--- config.mk ---
export PLATFORM = sky130hd
export DESIGN_NAME = pacman_sprite_reader
export DESIGN_NICKNAME = d
export VERILOG_FILES = /design/src/rtl/pacman_sprite_reader.sv
export SDC_FILE = /design/constraint.sdc
export NUM_CORES = 1
export LEC_CHECK = 0
export BUFFER_PORTS_ARGS = -buffer_cell sky130_fd_sc_hd__buf_2
export CAP_MARGIN = 0
export CORE_MARGIN = 1.5
export CORE_UTILIZATION = 38
export DETAILED_ROUTE_END_ITERATION = 8
export GPL_ROUTABILITY_DRIVEN = 0
export GPL_TIMING_DRIVEN = 0
export PLACE_DENSITY_LB_ADDON = 0.15
export SLEW_MARGIN = 20
export SYNTH_ARGS = -nofsm -noshare
export SYNTH_HDL_FRONTEND = slang
export SYNTH_SLANG_ARGS = --single-unit
--- constraint.sdc ---
create_clock -name Clk -period 2.6 [get_ports Clk]
set_input_delay 0.26 -clock Clk [delete_from_list [all_inputs] [get_ports Clk]]
set_output_delay 0.26 -clock Clk [all_outputs]
set_load 0.01 [all_outputs]
--- src/rtl/pacman_sprite_reader.sv ---
// Pac-Man sprite reader: latches sprite state per frame, fetches one ROM row
// per scanline and shifts it out MSB-first in step with DrawX.
module pacman_sprite_reader #(
  parameter int unsigned SPRITE_W    = 16,
  parameter int unsigned SPRITE_H    = 16,
  parameter int unsigned ANIM_PERIOD = 8,
  parameter int unsigned FETCH_LEAD  = 2
) (
  input  logic        Clk,
  input  logic        Reset_n,
  input  logic        frame_start,
  input  logic [9:0]  DrawX,
  input  logic [9:0]  DrawY,
  input  logic [9:0]  PacX,
  input  logic [9:0]  PacY,
  input  logic [1:0]  dir,
  input  logic        moving,
  output logic [11:0] rom_addr,
  input  logic [16:0] rom_data,
  output logic        pixel_on
);

  localparam int unsigned AW = (ANIM_PERIOD > 1) ? $clog2(ANIM_PERIOD) : 1;
  localparam int unsigned RW = $clog2(SPRITE_H);
  localparam int unsigned CW = $clog2(SPRITE_W);

  typedef enum logic [1:0] {IDLE, FETCH, SHIFT} state_t;

  logic [9:0]          pixX_q, pixX_d, pixY_q, pixY_d;
  logic [1:0]          dir_q, dir_d;
  logic                mouth_q, mouth_d;
  logic [AW-1:0]       anim_q, anim_d;
  logic [11:0]         addr_q, addr_d;
  logic [SPRITE_W-1:0] shift_q, shift_d;
  logic [CW-1:0]       col_q, col_d;
  state_t              state_q, state_d;

  logic [10:0]   y_ext, top_ext, bot_ext;
  logic [9:0]    row_diff;
  logic [RW-1:0] row;
  logic          row_hit;
  logic [2:0]    idx;
  logic          unused_bits;

  always_comb begin
    pixX_d  = pixX_q;
    pixY_d  = pixY_q;
    dir_d   = dir_q;
    mouth_d = mouth_q;
    anim_d  = anim_q;
    if (frame_start) begin
      pixX_d = PacX;
      pixY_d = PacY;
      dir_d  = dir;
      if (moving) begin
        if (anim_q == AW'(ANIM_PERIOD - 1)) begin
          anim_d  = '0;
          mouth_d = ~mouth_q;
        end else begin
          anim_d = anim_q + 1'b1;
        end
      end
    end
  end

  // 11-bit compare so a sprite near the bottom never wraps into row hits.
  assign y_ext    = {1'b0, DrawY};
  assign top_ext  = {1'b0, pixY_q};
  assign bot_ext  = top_ext + 11'(SPRITE_H);
  assign row_hit  = (y_ext >= top_ext) && (y_ext < bot_ext);
  assign row_diff = DrawY - pixY_q;
  assign row      = row_diff[RW-1:0];
  assign idx      = mouth_q ? (3'd1 + {1'b0, dir_q}) : 3'd0;

  assign unused_bits = ^{rom_data[16], row_diff};

  always_comb begin
    state_d = state_q;
    addr_d  = addr_q;
    shift_d = shift_q;
    col_d   = col_q;
    unique case (state_q)
      IDLE: begin
        if (row_hit && (pixX_q >= 10'(FETCH_LEAD)) &&
            (DrawX == pixX_q - 10'(FETCH_LEAD))) begin
          addr_d  = 12'(idx) * 12'(SPRITE_H) + 12'(row);
          state_d = FETCH;
        end
      end
      FETCH: begin
        shift_d = rom_data[SPRITE_W-1:0];
        col_d   = '0;
        state_d = SHIFT;
      end
      SHIFT: begin
        if (col_q == CW'(SPRITE_W - 1)) begin
          shift_d = '0;
          state_d = IDLE;
        end else begin
          shift_d = shift_q << 1;
          col_d   = col_q + 1'b1;
        end
      end
      default: state_d = IDLE;
    endcase
  end

  always_ff @(posedge Clk or negedge Reset_n) begin
    if (!Reset_n) begin
      pixX_q  <= '0;
      pixY_q  <= '0;
      dir_q   <= 2'd3;
      mouth_q <= 1'b0;
      anim_q  <= '0;
      addr_q  <= '0;
      shift_q <= '0;
      col_q   <= '0;
      state_q <= IDLE;
    end else begin
      pixX_q  <= pixX_d;
      pixY_q  <= pixY_d;
      dir_q   <= dir_d;
      mouth_q <= mouth_d;
      anim_q  <= anim_d;
      addr_q  <= addr_d;
      shift_q <= shift_d;
      col_q   <= col_d;
      state_q <= state_d;
    end
  end

  assign rom_addr = addr_q;
  assign pixel_on = (state_q == SHIFT) & shift_q[SPRITE_W-1];

endmodule

# Word-level counts from Yosys, hierarchy flattened
# Index checks and enable logic that the tools add are counted.
# word_totals
input_bits	63
register_bits	60
wordCells	48
out_inout_bits	13
# op_classes
bitwise	2
magnitude_cmp	3
n_eq_ne	8
muxes	9
n_reduce_logical	10
n_addsub	7
# op_table
cell	count
$pmux W16 S2	1
$mux W16	1
$add A10 B5 Y11 const B	1
$lt A10 B11 Y1	1
$eq A10 B10 Y1	1
$ge A10 B10 Y1	1
$ge A10 B2 Y1 const B	1
$sub A10 B2 Y10 const B	1
$add A7 B4 Y8	1
$pmux W4 S2	1
$reduce_and A2 Y1	4
$mux W3	2
$ne A2 B2 Y1 const B	3
$pmux W2 S3	1
$add A4 B1 Y4 const B	1
$eq A4 B4 Y1 const B	1
$mux W2	2
$mux W4	1
$sub A4 B4 Y4	1
$add A1 B2 Y3 const A	1
$add A3 B1 Y3 const B	1
$eq A3 B3 Y1 const B	1
$logic_and A1 B1 Y1	3
$reduce_and A3 Y1	1
6 further kinds	6

# Logic depth before layout (Yosys ltp)
# Gate-level depths: netlist of run 1.
# depth
depth_word	7
depth_mapped	11
depth_no_buf	11

# Worst setup path after synthesis of run 1
# No wires, ideal clock.
# synth_timing
kind	register to register
from	reg pixY_q[4]
to	reg addr_q[1] (netlist: rom_addr[1])
t_arrival_ps	2245
path_stages_with_launch	11
setup_time_ps	125
n_path_buf	0
path_slack_ps	230
required_time_ps	2475
synth_period_minus_slack_ps	2370
path_cell_list	dfrtp_1 -> ha_1 -> xnor2_1 -> ha_1 -> a211oi_1 -> nand2_1 -> o2111ai_1 -> a21oi_2 -> nor2_4 -> nand3_4 -> mux2_4
# synth_via
elab_chain_len	6
elab_cells_between_ends	7
classes_between	add/sub: 1; order compare: 2; reduce/logical: 4
# synth_rtl
item	line	source
from (decl)	29	logic [9:0] pixX_q, pixX_d, pixY_q, pixY_d;
from (signal assigned)	121	pixY_q <= pixY_d;
$add A10 B5 Y11	69	assign bot_ext = top_ext + 11'(SPRITE_H);
$lt A10 B11 Y1	70	assign row_hit = (y_ext >= top_ext) && (y_ext < bot_ext);
$logic_and A1 B1 Y1 *	70	
$logic_and A1 B1 Y1 * (2 in series)	84	if (row_hit && (pixX_q >= 10'(FETCH_LEAD)) &&
$reduce_and A2 Y1 (no source line) *	-	
to (signal assigned)	125	addr_q <= addr_d;
to (decl)	33	logic [11:0] addr_q, addr_d;
# Mark *: on every way between the ends. The rest lies on a longest branch, timed or not.
# A chain may end at the register's enable or synchronous reset.

# Worst setup path in the final report of run 1
# layout_timing
from	reg pixY_q[5]
to	reg addr_q[4] (netlist: rom_addr[4])
# The elaborated chain is that of the path after synthesis.

==> results of run 1 <==
-- final timing paths --
path,from,endpoint,slack [ns],cells past startpoint
min in group Clk,PacY[1],pixY_q[1]$_DFFE_PN0P_,0.16,3
max,pixY_q[5]$_DFFE_PN0P_,rom_addr[4]$_DFFE_PN0P_,0.1,10
max reg2reg,pixY_q[5]$_DFFE_PN0P_,rom_addr[4]$_DFFE_PN0P_,0.1,10
max in group asynchronous,Reset_n,pixY_q[4]$_DFFE_PN0P_,2.10,1
min reg2reg,rom_addr[2]$_DFFE_PN0P_,rom_addr[2]$_DFFE_PN0P_,0.52,1
min,Reset_n,rom_addr[5]$_DFFE_PN0P_,0.002,1
-- power by group --
group	total, uW	switching (uW)	internal (uW)
sequential	1250	156	1090
combinational	1090	609	480
clock	476	287	189
-- placed cells by master (no fill, tap or decap), drive strengths merged, types with 2 or more instances in the layout --
| cell | count |
|---|---|
| nand3 | 12 |
| dfrtp | 53 |
| clkbuf | 15 |
| nand4 | 6 |
| nand2 | 27 |
| nor3 | 4 |
| dfstp | 2 |
| and2 | 2 |
| o211a | 2 |
| a22oi | 15 |
| nor2b | 6 |
| xnor2 | 14 |
| ha | 25 |
| nor2 | 20 |
| buf | 80 |
| conb | 5 |
| clkinv | 2 |
| o21ai | 18 |
| mux2i | 4 |
| inv | 20 |
| mux2 | 17 |
| xor2 | 5 |
| a21o | 3 |
| o21a | 2 |
| nor3b | 2 |
| a211oi | 2 |
| or3 | 2 |
| a21oi | 27 |
| nor4 | 2 |
-- final cells by class --
class / count / area [sq um] / area share (%)
clock buffers: 6 / 72.6 / 1.88
inverters: 21 / 78.8 / 2.05
plain buffers: 15 / 75.1 / 1.95
repair buffers: 74 / 388 / 10.1
multi-input cells: 232 / 1720 / 44.5
flip-flops and latches: 55 / 1380 / 35.8
well taps: 105 / 131 / 3.41
clock inverters: 2 / 12.5 / 0.325
-- state kept, by name, indices dropped and copies added (netlist names) --
name and cells:
shift_q 16, pixX_q 10, pixY_q 10, rom_addr 7
col_q 4, anim_q 3, dir_q 2, state_q 2
mouth_q 1
-- routing by layer --
layer | routed length, um | vias to the layer above
li1 | - | 1279
met1 | 3520 | 1251
met2 | 3190 | 52
met3 | 305 | 5
met4 | 39 | 0
met5 | 0 | -
-- critical path, delay by kind of cell, from the launching register on --
kind                     cells  cell delay (ns)
AND/OR/NAND/NOR              3             0.41
flip-flops                   1             0.43
multiplexers                 1             0.33
adder cells (fa/ha/maj)      2             0.55
XOR/XNOR                     1             0.12
AO/OA/AOI/OAI                3             0.55
-- kinds of logic after synthesis --
group,count (synthesis)
other,1
adders and majority gates,26
DFF,55
xor gates and xnor gates,19
AOI/OAI and AO/OA,76
and+or+nand+nor,85
muxes,21
buffers and inverters,36
-- metrics by stage --
step | worst slack, ns | hold WS [ns]
final | 0.0963 | 0.00174
after global routing | -0.0322 | 0.0513
after CTS | 0.0454 | 0.0266
after detailed placement | 0.0101 | 0.369
after global placement | 0.0146 | 0.469
after floorplan | 0.230 | -0.0356
-- what timing repair did --
action                                  CTS  global route
endpoints found under the setup margin    1             7
endpoints found under the hold margin     0             0
buffers inserted                          2             4
gates resized for setup                   0             5
pin swaps                                 0             2
hold buffers                              0             0
==> results.py, run 1 <==
metrics = {
    "power_and_ir_drop": {
        "ir_worst_vdd_v": 0.000425,
        "power_uw": 2820,
        "cellLeakagePower_uw": 0.00185,
        "power_density_nw_per_um2": 731,
    },
    "placement": {
        "dp_cells": 496,
        "numPortBuffers": 68,
        "placed_area_sq_um": 3700,
        "hpwl_mm": 5.23,
    },
    "setup_path": {
        "cp-start-kind": "register",
        "critPathCaptureType": "register",
        "cp_data_required_time_ns": 2.80,
        "critical_path.max_fanout": 6,
        "critPathArrivalTime_ns": 2.71,
        "criticalPathCategory": "reg2reg",
        "cp_slowest_cell": "dfrtp_1",
        "max_stage_delay_ns": 0.43,
        "path_cells": "ha_2, xnor2_1, ha_1, a211oi_2, nand2_1, o2111ai_2, a21oi_2, nor2_4, nand3_4, mux2_4",
    },
    "clock_network": {
        "cts_sinks": 55,
        "clock_path_buffers": 2,
        "cts_tree": "yes",
        "numCtsBuffers": 5,
        "cts_max_level": 2,
        "cts-root-buf": "clkbuf_8",
        "cts.clk_slew.worst_paths_ns": 0.10,
        "clk_latency_ns": 0.31,
    },
    "yosys": {
        "ys.flop_type": "dfrtp_1",
        "yosysWarnings": 0,
        "synthArstFlopShare_pct": 100,
        "synth.area.mux_share_pct": 7.67,
        "yosysMostFrequentCell": "dfrtp_1",
        "synthXorXnorAreaFrac_pct": 5.18,
        "synth_top_area_cell": "dfrtp_1",
        "synth_edf_count": 0,
        "synth.distinct_cells": 46,
        "syn_avg_cell_area_sq_um": 10.1,
        "synth_top_family_by_area": "compound AO/OA/AOI/OAI gates",
        "synth-simple-area-share_pct": 13.5,
        "synth_compound_area_share_pct": 15.5,
        "synth_top_area_share_pct": 41.3,
        "ys_top_cells_by_area": "dfrtp_1 41%, ha_1 9.7%, mux2_2 4.6%",
        "synth_common_cells": "53 x dfrtp_1, 27 x nand2_1, 25 x a21oi_1, 25 x ha_1, 20 x inv_1",
        "ys_ff_latch": 55,
        "synthCells": 319,
        "ys_seq_area_share_pct": 42.9,
        "syn_area_sq_um": 3210,
        "synthAdderAreaFrac_pct": 10.4,
    },
    "layout": {
        "fin_util_pct": 46.9,
        "fin_cells": 510,
        "num_antenna_cells": 0,
        "stdcell_area_sq_um": 3850,
        "syn_to_final_growth_pct": 19.9,
        "drive_above_1_share_pct": 29.4,
        "fillers": 834,
        "final_nets": 493,
    },
    "global_routing": {
        "grt_pass1_wl_mm": 11.7,
        "groute.usage.overall_pct": 16.7,
        "grtUsageMet3_pct": 3.06,
        "antenna_found_initial": 0,
        "overflow": 0,
        "met2_usage_pct": 26.5,
        "grtUsageMet1_pct": 23.3,
        "grt_start_max_net_pins": 56,
        "busiest_layer": "met2",
        "grt_pass1_vias": 2497,
    },
    "sta": {
        "setup_viol": 0,
        "finalCriticalPeriod_ns": 2.50,
        "finalSetupTns_ns": 0,
        "hold_viol": 0,
        "period_share_pct": 96.3,
        "skew_ns": 0.00473,
        "report.final.slew_viol_count": 0,
        "fmax_mhz": 399,
        "slew_headroom_pct": 51.9,
        "worst_pin_slew_ns": 0.721,
    },
    "flow_run": {
        "cap_viol_max_count": 0,
    },
    "route": {
        "wire_per_inst_um": 13.8,
        "routed_wl_mm": 7.06,
        "drt_iter0_drc": 99,
        "dr.pass1.iters": 4,
        "ant_nets": 0,
        "viasPerCell": 5.07,
        "vias": 2587,
        "drc": 0,
    },
    "die": {
        "core_sq_um": 8220,
        "ios": 76,
        "rows": 33,
        "dieArea_sq_um": 9020,
        "chipWidth_um": 95.0,
        "die_h_um": 95.0,
        "initial_core_util_pct": 39.1,
    },
    "outcome": {
        "status": "completed",
    },
    "hold_path": {
        "hold_class": "in2async",
    },
}
(Power assumes the default switching activity.)
==> run 2: changes to the inputs <==
CORE_UTILIZATION = 25   (was 38)
REMOVE_ABC_BUFFERS = 1   (was unset)
==> results.py, run 2 (synthesized netlist as in run 1, its figures left out) <==
metrics = {
    "clock_network": {
        "clock_path_buffers": 2,
        "clk_latency_ns": 0.30,
        "numCtsBuffers": 5,
        "cts.clk_slew.worst_paths_ns": 0.07,
        "cts_sinks": 55,
        "cts_max_level": 2,
        "cts_tree": "yes",
        "cts-root-buf": "clkbuf_16",
    },
    "die": {
        "die_h_um": 116,
        "initial_core_util_pct": 25.6,
        "chipWidth_um": 116,
        "dieArea_sq_um": 13500,
        "ios": 76,
        "rows": 41,
        "core_sq_um": 12600,
    },
    "power_and_ir_drop": {
        "power_uw": 3110,
        "ir_worst_vdd_v": 0.000352,
        "power_density_nw_per_um2": 778,
        "cellLeakagePower_uw": 0.00187,
    },
    "layout": {
        "final_nets": 481,
        "syn_to_final_growth_pct": 24.2,
        "final_cell_mix": "68 x buf_2, 53 x dfrtp_1, 27 x nand2_1",
        "fillers": 1342,
        "regArea_sq_um": 1380,
        "drive_above_1_share_pct": 30.0,
        "multi_input_area_sq_um": 1720,
        "num_antenna_cells": 0,
        "largest_reg_flops": 16,
        "regMostFlops": "shift_q",
        "layout_commonest_cell": "buf_2",
        "reg.largest.list": "shift_q (16), pixX_q (10), pixY_q (10)",
        "fin_util_pct": 31.8,
    },
    "route": {
        "viasPerCell": 4.38,
        "drc": 0,
        "routed_wl_mm": 7.27,
        "vias": 2472,
        "dr.pass1.iters": 4,
        "drt_iter0_drc": 90,
        "wire_per_inst_um": 12.9,
        "ant_nets": 0,
    },
    "sta": {
        "slew_headroom_pct": 38.6,
        "finalCriticalPeriod_ns": 2.47,
        "setup_viol": 0,
        "hold_viol": 0,
        "worst_pin_slew_ns": 0.921,
        "period_share_pct": 95.0,
        "fin_ws_ns": 0.130,
        "report.final.slew_viol_count": 0,
        "rsz0062_at_grt": "no",
        "fmax_mhz": 405,
        "skew_ns": 0.00340,
    },
    "setup_path": {
        "cp-start-kind": "register",
        "max_stage_delay_ns": 0.40,
        "critPathCaptureType": "register",
        "worstSetupStartpoint": "pixY_q[4]$_DFFE_PN0P_",
        "critPathArrivalTime_ns": 2.66,
        "critical_path.max_fanout": 6,
        "r2r_start": "pixY_q[4]$_DFFE_PN0P_",
        "cp_slowest_cell": "dfrtp_1",
        "cp_data_required_time_ns": 2.79,
        "r2r_cells": 10,
        "path_cells": "ha_2, xnor2_1, ha_1, a211oi_2, nand2_1, o2111ai_2, a21oi_2, nor2_4, nand3_4, mux2_4",
        "criticalPathCategory": "reg2reg",
    },
    "outcome": {
        "status": "completed",
    },
    "hold_path": {
        "holdPathStages": 3,
        "hold_class": "in2reg",
        "min_from": "PacY[7]",
    },
    "placement": {
        "hpwl_mm": 5.28,
        "dp_slack_ns": -0.0254,
        "numPortBuffers": 69,
    },
    "global_routing": {
        "antenna_found_initial": 0,
        "grt_pass1_wl_mm": 12.1,
        "grt_start_max_net_pins": 36,
        "groute.usage.overall_pct": 11.7,
        "overflow": 0,
        "grt_pass1_vias": 2406,
    },
    "flow_run": {
        "cap_viol_max_count": 0,
    },
}
## run 2: cell count changes in the layout (fill, tap and decap cells not counted), sizes merged
| cell | change |
|---|---|
| buf | -4 |
| bufinv | +1 |
| clkbuf | -10 |
| clkinvlp | -1 |
| dlygate4sd3 | +1 |
| inv | +1 |
## run 2: worst paths after layout
kind | end | slack (ns)
worst min register to register | pixY_q[0]$_DFFE_PN0P_ | 0.52
worst max-delay path | rom_addr[2]$_DFFE_PN0P_ | 0.13
worst min-delay path | pixY_q[7]$_DFFE_PN0P_ | 0.16
worst max register to register | rom_addr[2]$_DFFE_PN0P_ | 0.13
max in group asynchronous | dir_q[1]$_DFFE_PN1P_ | 1.64
min in group asynchronous | pixY_q[7]$_DFFE_PN0P_ | 0.41
## run 2: routing by layer
| layer | part of all wire, % | global-route usage (%) |
|---|---|---|
| met5 | 0 | 0 |
| met4 | 1.4 | 3.66 |
| met1 | 50 | 16.3 |
| met2 | 45 | 17.8 |
| met3 | 4.2 | 3.06 |
## run 2: critical path: cells and delay by family, from the launching register on
kind	cells	cell delay (ns)
fa+ha+maj	2	0.55
compound gates	3	0.54
simple gates	3	0.41
flops	1	0.40
mux	1	0.33
xor+xnor	1	0.13
## run 2: final cells by class
type | count | share of cell area [%]
clock inverter | 3 | 1.19
sequential | 55 | 34.5
clock buffer | 5 | 3.13
tap | 172 | 5.39
timing repair buffer | 77 | 10.7
inverter | 21 | 1.97
multi-input combinational | 232 | 43.1
## run 2: through the flow
| step | std cells | cell area, sq um | hold WS (ns) | setup TNS, ns |
|---|---|---|---|---|
| final | 565 | 3990 | 0.159 | 0 |
| after global routing | 565 | 3990 | 0.168 | 0 |
| after CTS | 562 | 3940 | 0.147 | 0 |
| after detailed placement | 550 | 3740 | 0.209 | -0.0973 |
| after global placement | 549 | 3710 | 0.469 | -0.120 |
| after floorplan | 308 | 3150 | -0.0356 | 0 |
## run 2: where the power goes
group	total (uW)	switching, uW	leakage [uW]	internal (uW)
clock	805	344	0.0000844	461
sequential	1250	152	0.000644	1100
combinational	1050	590	0.00115	464
total	3110	1090	0.00187	2020
## run 2: what timing repair did
item,CTS,global route
resized for setup,0,7
setup buffers,3,3
hold endpoints to repair,23,0
gates cloned,0,0
pin swaps,0,4
endpoints found under the setup margin,4,7
hold buffers,1,0
==> run 3: changes to the inputs <==
CORE_UTILIZATION = 45   (was 25)
PLACE_DENSITY = 0.69   (was unset)
PLACE_DENSITY_LB_ADDON = unset   (was 0.15)
REMOVE_ABC_BUFFERS = unset   (was 1)
==> results.py, run 3 (synthesized netlist as in run 1, its figures left out) <==
metrics = {
    "layout": {
        "final_cell_mix": "67 x buf_2, 53 x dfrtp_1, 27 x nand2_1",
        "reg.largest.list": "shift_q (16), pixX_q (10), pixY_q (10)",
        "largest_reg_flops": 16,
        "regMostFlops": "shift_q",
        "multi_input_area_sq_um": 1710,
        "final_nets": 491,
        "fillers": 654,
        "layout_commonest_cell": "buf_2",
        "num_antenna_cells": 0,
        "syn_to_final_growth_pct": 19.9,
        "regArea_sq_um": 1380,
        "drive_above_1_share_pct": 29.0,
    },
    "flow_run": {
        "cap_viol_max_count": 0,
    },
    "route": {
        "dr.pass1.iters": 4,
        "drt_iter0_drc": 108,
        "vias": 2563,
        "ant_nets": 0,
        "wire_per_inst_um": 13.5,
        "routed_wl_mm": 6.72,
        "drc": 0,
        "viasPerCell": 5.14,
    },
    "clock_network": {
        "cts_sinks": 55,
        "cts_tree": "yes",
        "clock_path_buffers": 2,
        "cts.clk_slew.worst_paths_ns": 0.10,
        "cts-root-buf": "clkbuf_8",
        "numCtsBuffers": 5,
        "clk_latency_ns": 0.31,
        "ctsHoldBuffers": 0,
        "cts_max_level": 2,
    },
    "setup_path": {
        "cp_data_required_time_ns": 2.79,
        "cp-start-kind": "register",
        "critPathArrivalTime_ns": 2.65,
        "path_buf_inv": 1,
        "path_cells": "ha_2, xnor2_1, ha_1, buf_4, a21oi_1, o21ai_1, o2111ai_2, a21oi_2, nor2_4, nand3_4, mux2_4",
        "crit_family": "adder cells",
        "critPathCaptureType": "register",
        "max_stage_delay_ns": 0.44,
        "critical_path.max_fanout": 6,
        "cp_slowest_cell": "dfrtp_1",
        "criticalPathCategory": "reg2reg",
    },
    "global_routing": {
        "antenna_found_initial": 0,
        "grt_start_max_net_pins": 56,
        "grt_pass1_vias": 2464,
        "overflow": 0,
        "groute.usage.overall_pct": 18.4,
        "grt_pass1_wl_mm": 11.1,
    },
    "power_and_ir_drop": {
        "p_comb_share_pct": 37.0,
        "cellLeakagePower_uw": 0.00186,
        "clkPwrFrac_pct": 20.1,
        "seqPwrFrac_pct": 42.9,
        "power_uw": 2920,
        "power_density_nw_per_um2": 757,
        "switchingPower_uw": 1030,
        "netSwitchingFraction_pct": 35.5,
        "ir_worst_vdd_v": 0.000554,
        "internal-power_uw": 1880,
    },
    "sta": {
        "slew_headroom_pct": 54.3,
        "finalSetupTns_ns": 0,
        "setup_viol": 0,
        "hold_viol": 24,
        "skew_ns": 0.00987,
        "finalCriticalPeriod_ns": 2.45,
        "period_share_pct": 94.4,
        "hold_slack_ns": -0.0177,
        "report.final.slew_viol_count": 0,
        "rsz0062_at_grt": "no",
        "worst_pin_slew_ns": 0.686,
        "fmax_mhz": 407,
    },
    "hold_path": {
        "hold_class": "in2async",
    },
    "die": {
        "die_h_um": 87.5,
        "rows": 30,
        "chipWidth_um": 87.5,
        "initial_core_util_pct": 47.1,
        "dieArea_sq_um": 7660,
        "ios": 76,
        "core_sq_um": 6830,
    },
    "placement": {
        "numPortBuffers": 68,
        "hpwl_mm": 5.18,
    },
    "outcome": {
        "violations": "negative hold slack",
        "status": "finished, violations left",
    },
}
==> run 3: cell count changes in the layout (fill, tap and decap cells not counted), moves of 4 or more <==
cell       before  now
clkbuf_1        0    9
clkbuf_8        0    6
clkbuf_16       5    0
buf_4           6   10
==> run 3: final cells by class <==
type                            instances  share of cell area [%]
Sequential cell                        55                    35.8
Multi-Input combinational cell        232                    44.4
Buffer                                 15                    1.95
Clock inverter                          2                   0.909
Clock buffer                            6                    2.14
Tap cell                               96                    3.12
Timing Repair Buffer                   72                    9.67
Inverter                               21                    2.04
==> run 3: per-layer routing <==
layer	wire [um]	GRT usage, %	vias to the layer above
met1	3080	25.4	1226
li1	-	-	1274
met2	3270	30.5	57
met3	310	3.03	6
met4	68	4.33	0
met5	0	0	-
==> run 3: repair_timing <==
| item | in CTS | in global routing |
|---|---|---|
| pin swaps | 0 | 8 |
| endpoints found under the hold margin | 0 | 0 |
| buffers inserted | 2 | 2 |
| gates cloned | 0 | 0 |
| setup endpoints to repair | 4 | 7 |
| gates resized for setup | 1 | 3 |
==> run 3: power by group through the flow <==
| stage | sequential, uW | combinational [uW] | clock, uW |
|---|---|---|---|
| after floorplan | 1230 | 805 | 0 |
| after global placement | 1260 | 1030 | 0 |
| after detailed placement | 1260 | 1070 | 0 |
| after CTS | 1250 | 1080 | 609 |
| after global routing | 1280 | 1230 | 634 |
| final | 1250 | 1080 | 586 |
==> run 3: metrics by stage <==
stage          hold slack, ns  std cells  instance area, sq um  worst slack [ns]  utilization, %
6_report              -0.0177        499                  3850             0.146            56.4
5_1_grt                0.0375        499                  3850           0.00313            56.4
4_1_cts                0.0165        497                  3830            0.0165            56.1
3_5_place_dp            0.359        487                  3690           -0.0299            54.0
3_3_place_gp            0.470        487                  3690           0.00682            54.0
2_1_floorplan         -0.0356        323                  3230             0.230               -
==> run 3: path summary, 6_finish.rpt <==
check,cells after the start,endpoint,startpoint,slack (ns)
worst max register to register,11,rom_addr[2]$_DFFE_PN0P_,pixY_q[4]$_DFFE_PN0P_,0.15
worst min register to register,1,rom_addr[1]$_DFFE_PN0P_,rom_addr[1]$_DFFE_PN0P_,0.51
max in group asynchronous,1,col_q[1]$_DFFE_PN0P_,Reset_n,2.15
worst max-delay path,11,rom_addr[2]$_DFFE_PN0P_,pixY_q[4]$_DFFE_PN0P_,0.15
min in group Clk,3,pixY_q[4]$_DFFE_PN0P_,PacY[4],0.15
worst min-delay path,1,rom_addr[0]$_DFFE_PN0P_,Reset_n,-0.02
==> run 3: worst reg2reg max path, delay by kind of cell, from the launching register on <==
| kind | cells | cell delay (ns) |
|---|---|---|
| flops | 1 | 0.44 |
| fa+ha+maj | 2 | 0.54 |
| buf+inv | 1 | 0.15 |
| simple gates | 2 | 0.31 |
| mux | 1 | 0.34 |
| xor+xnor | 1 | 0.12 |
| compound gates | 4 | 0.45 |
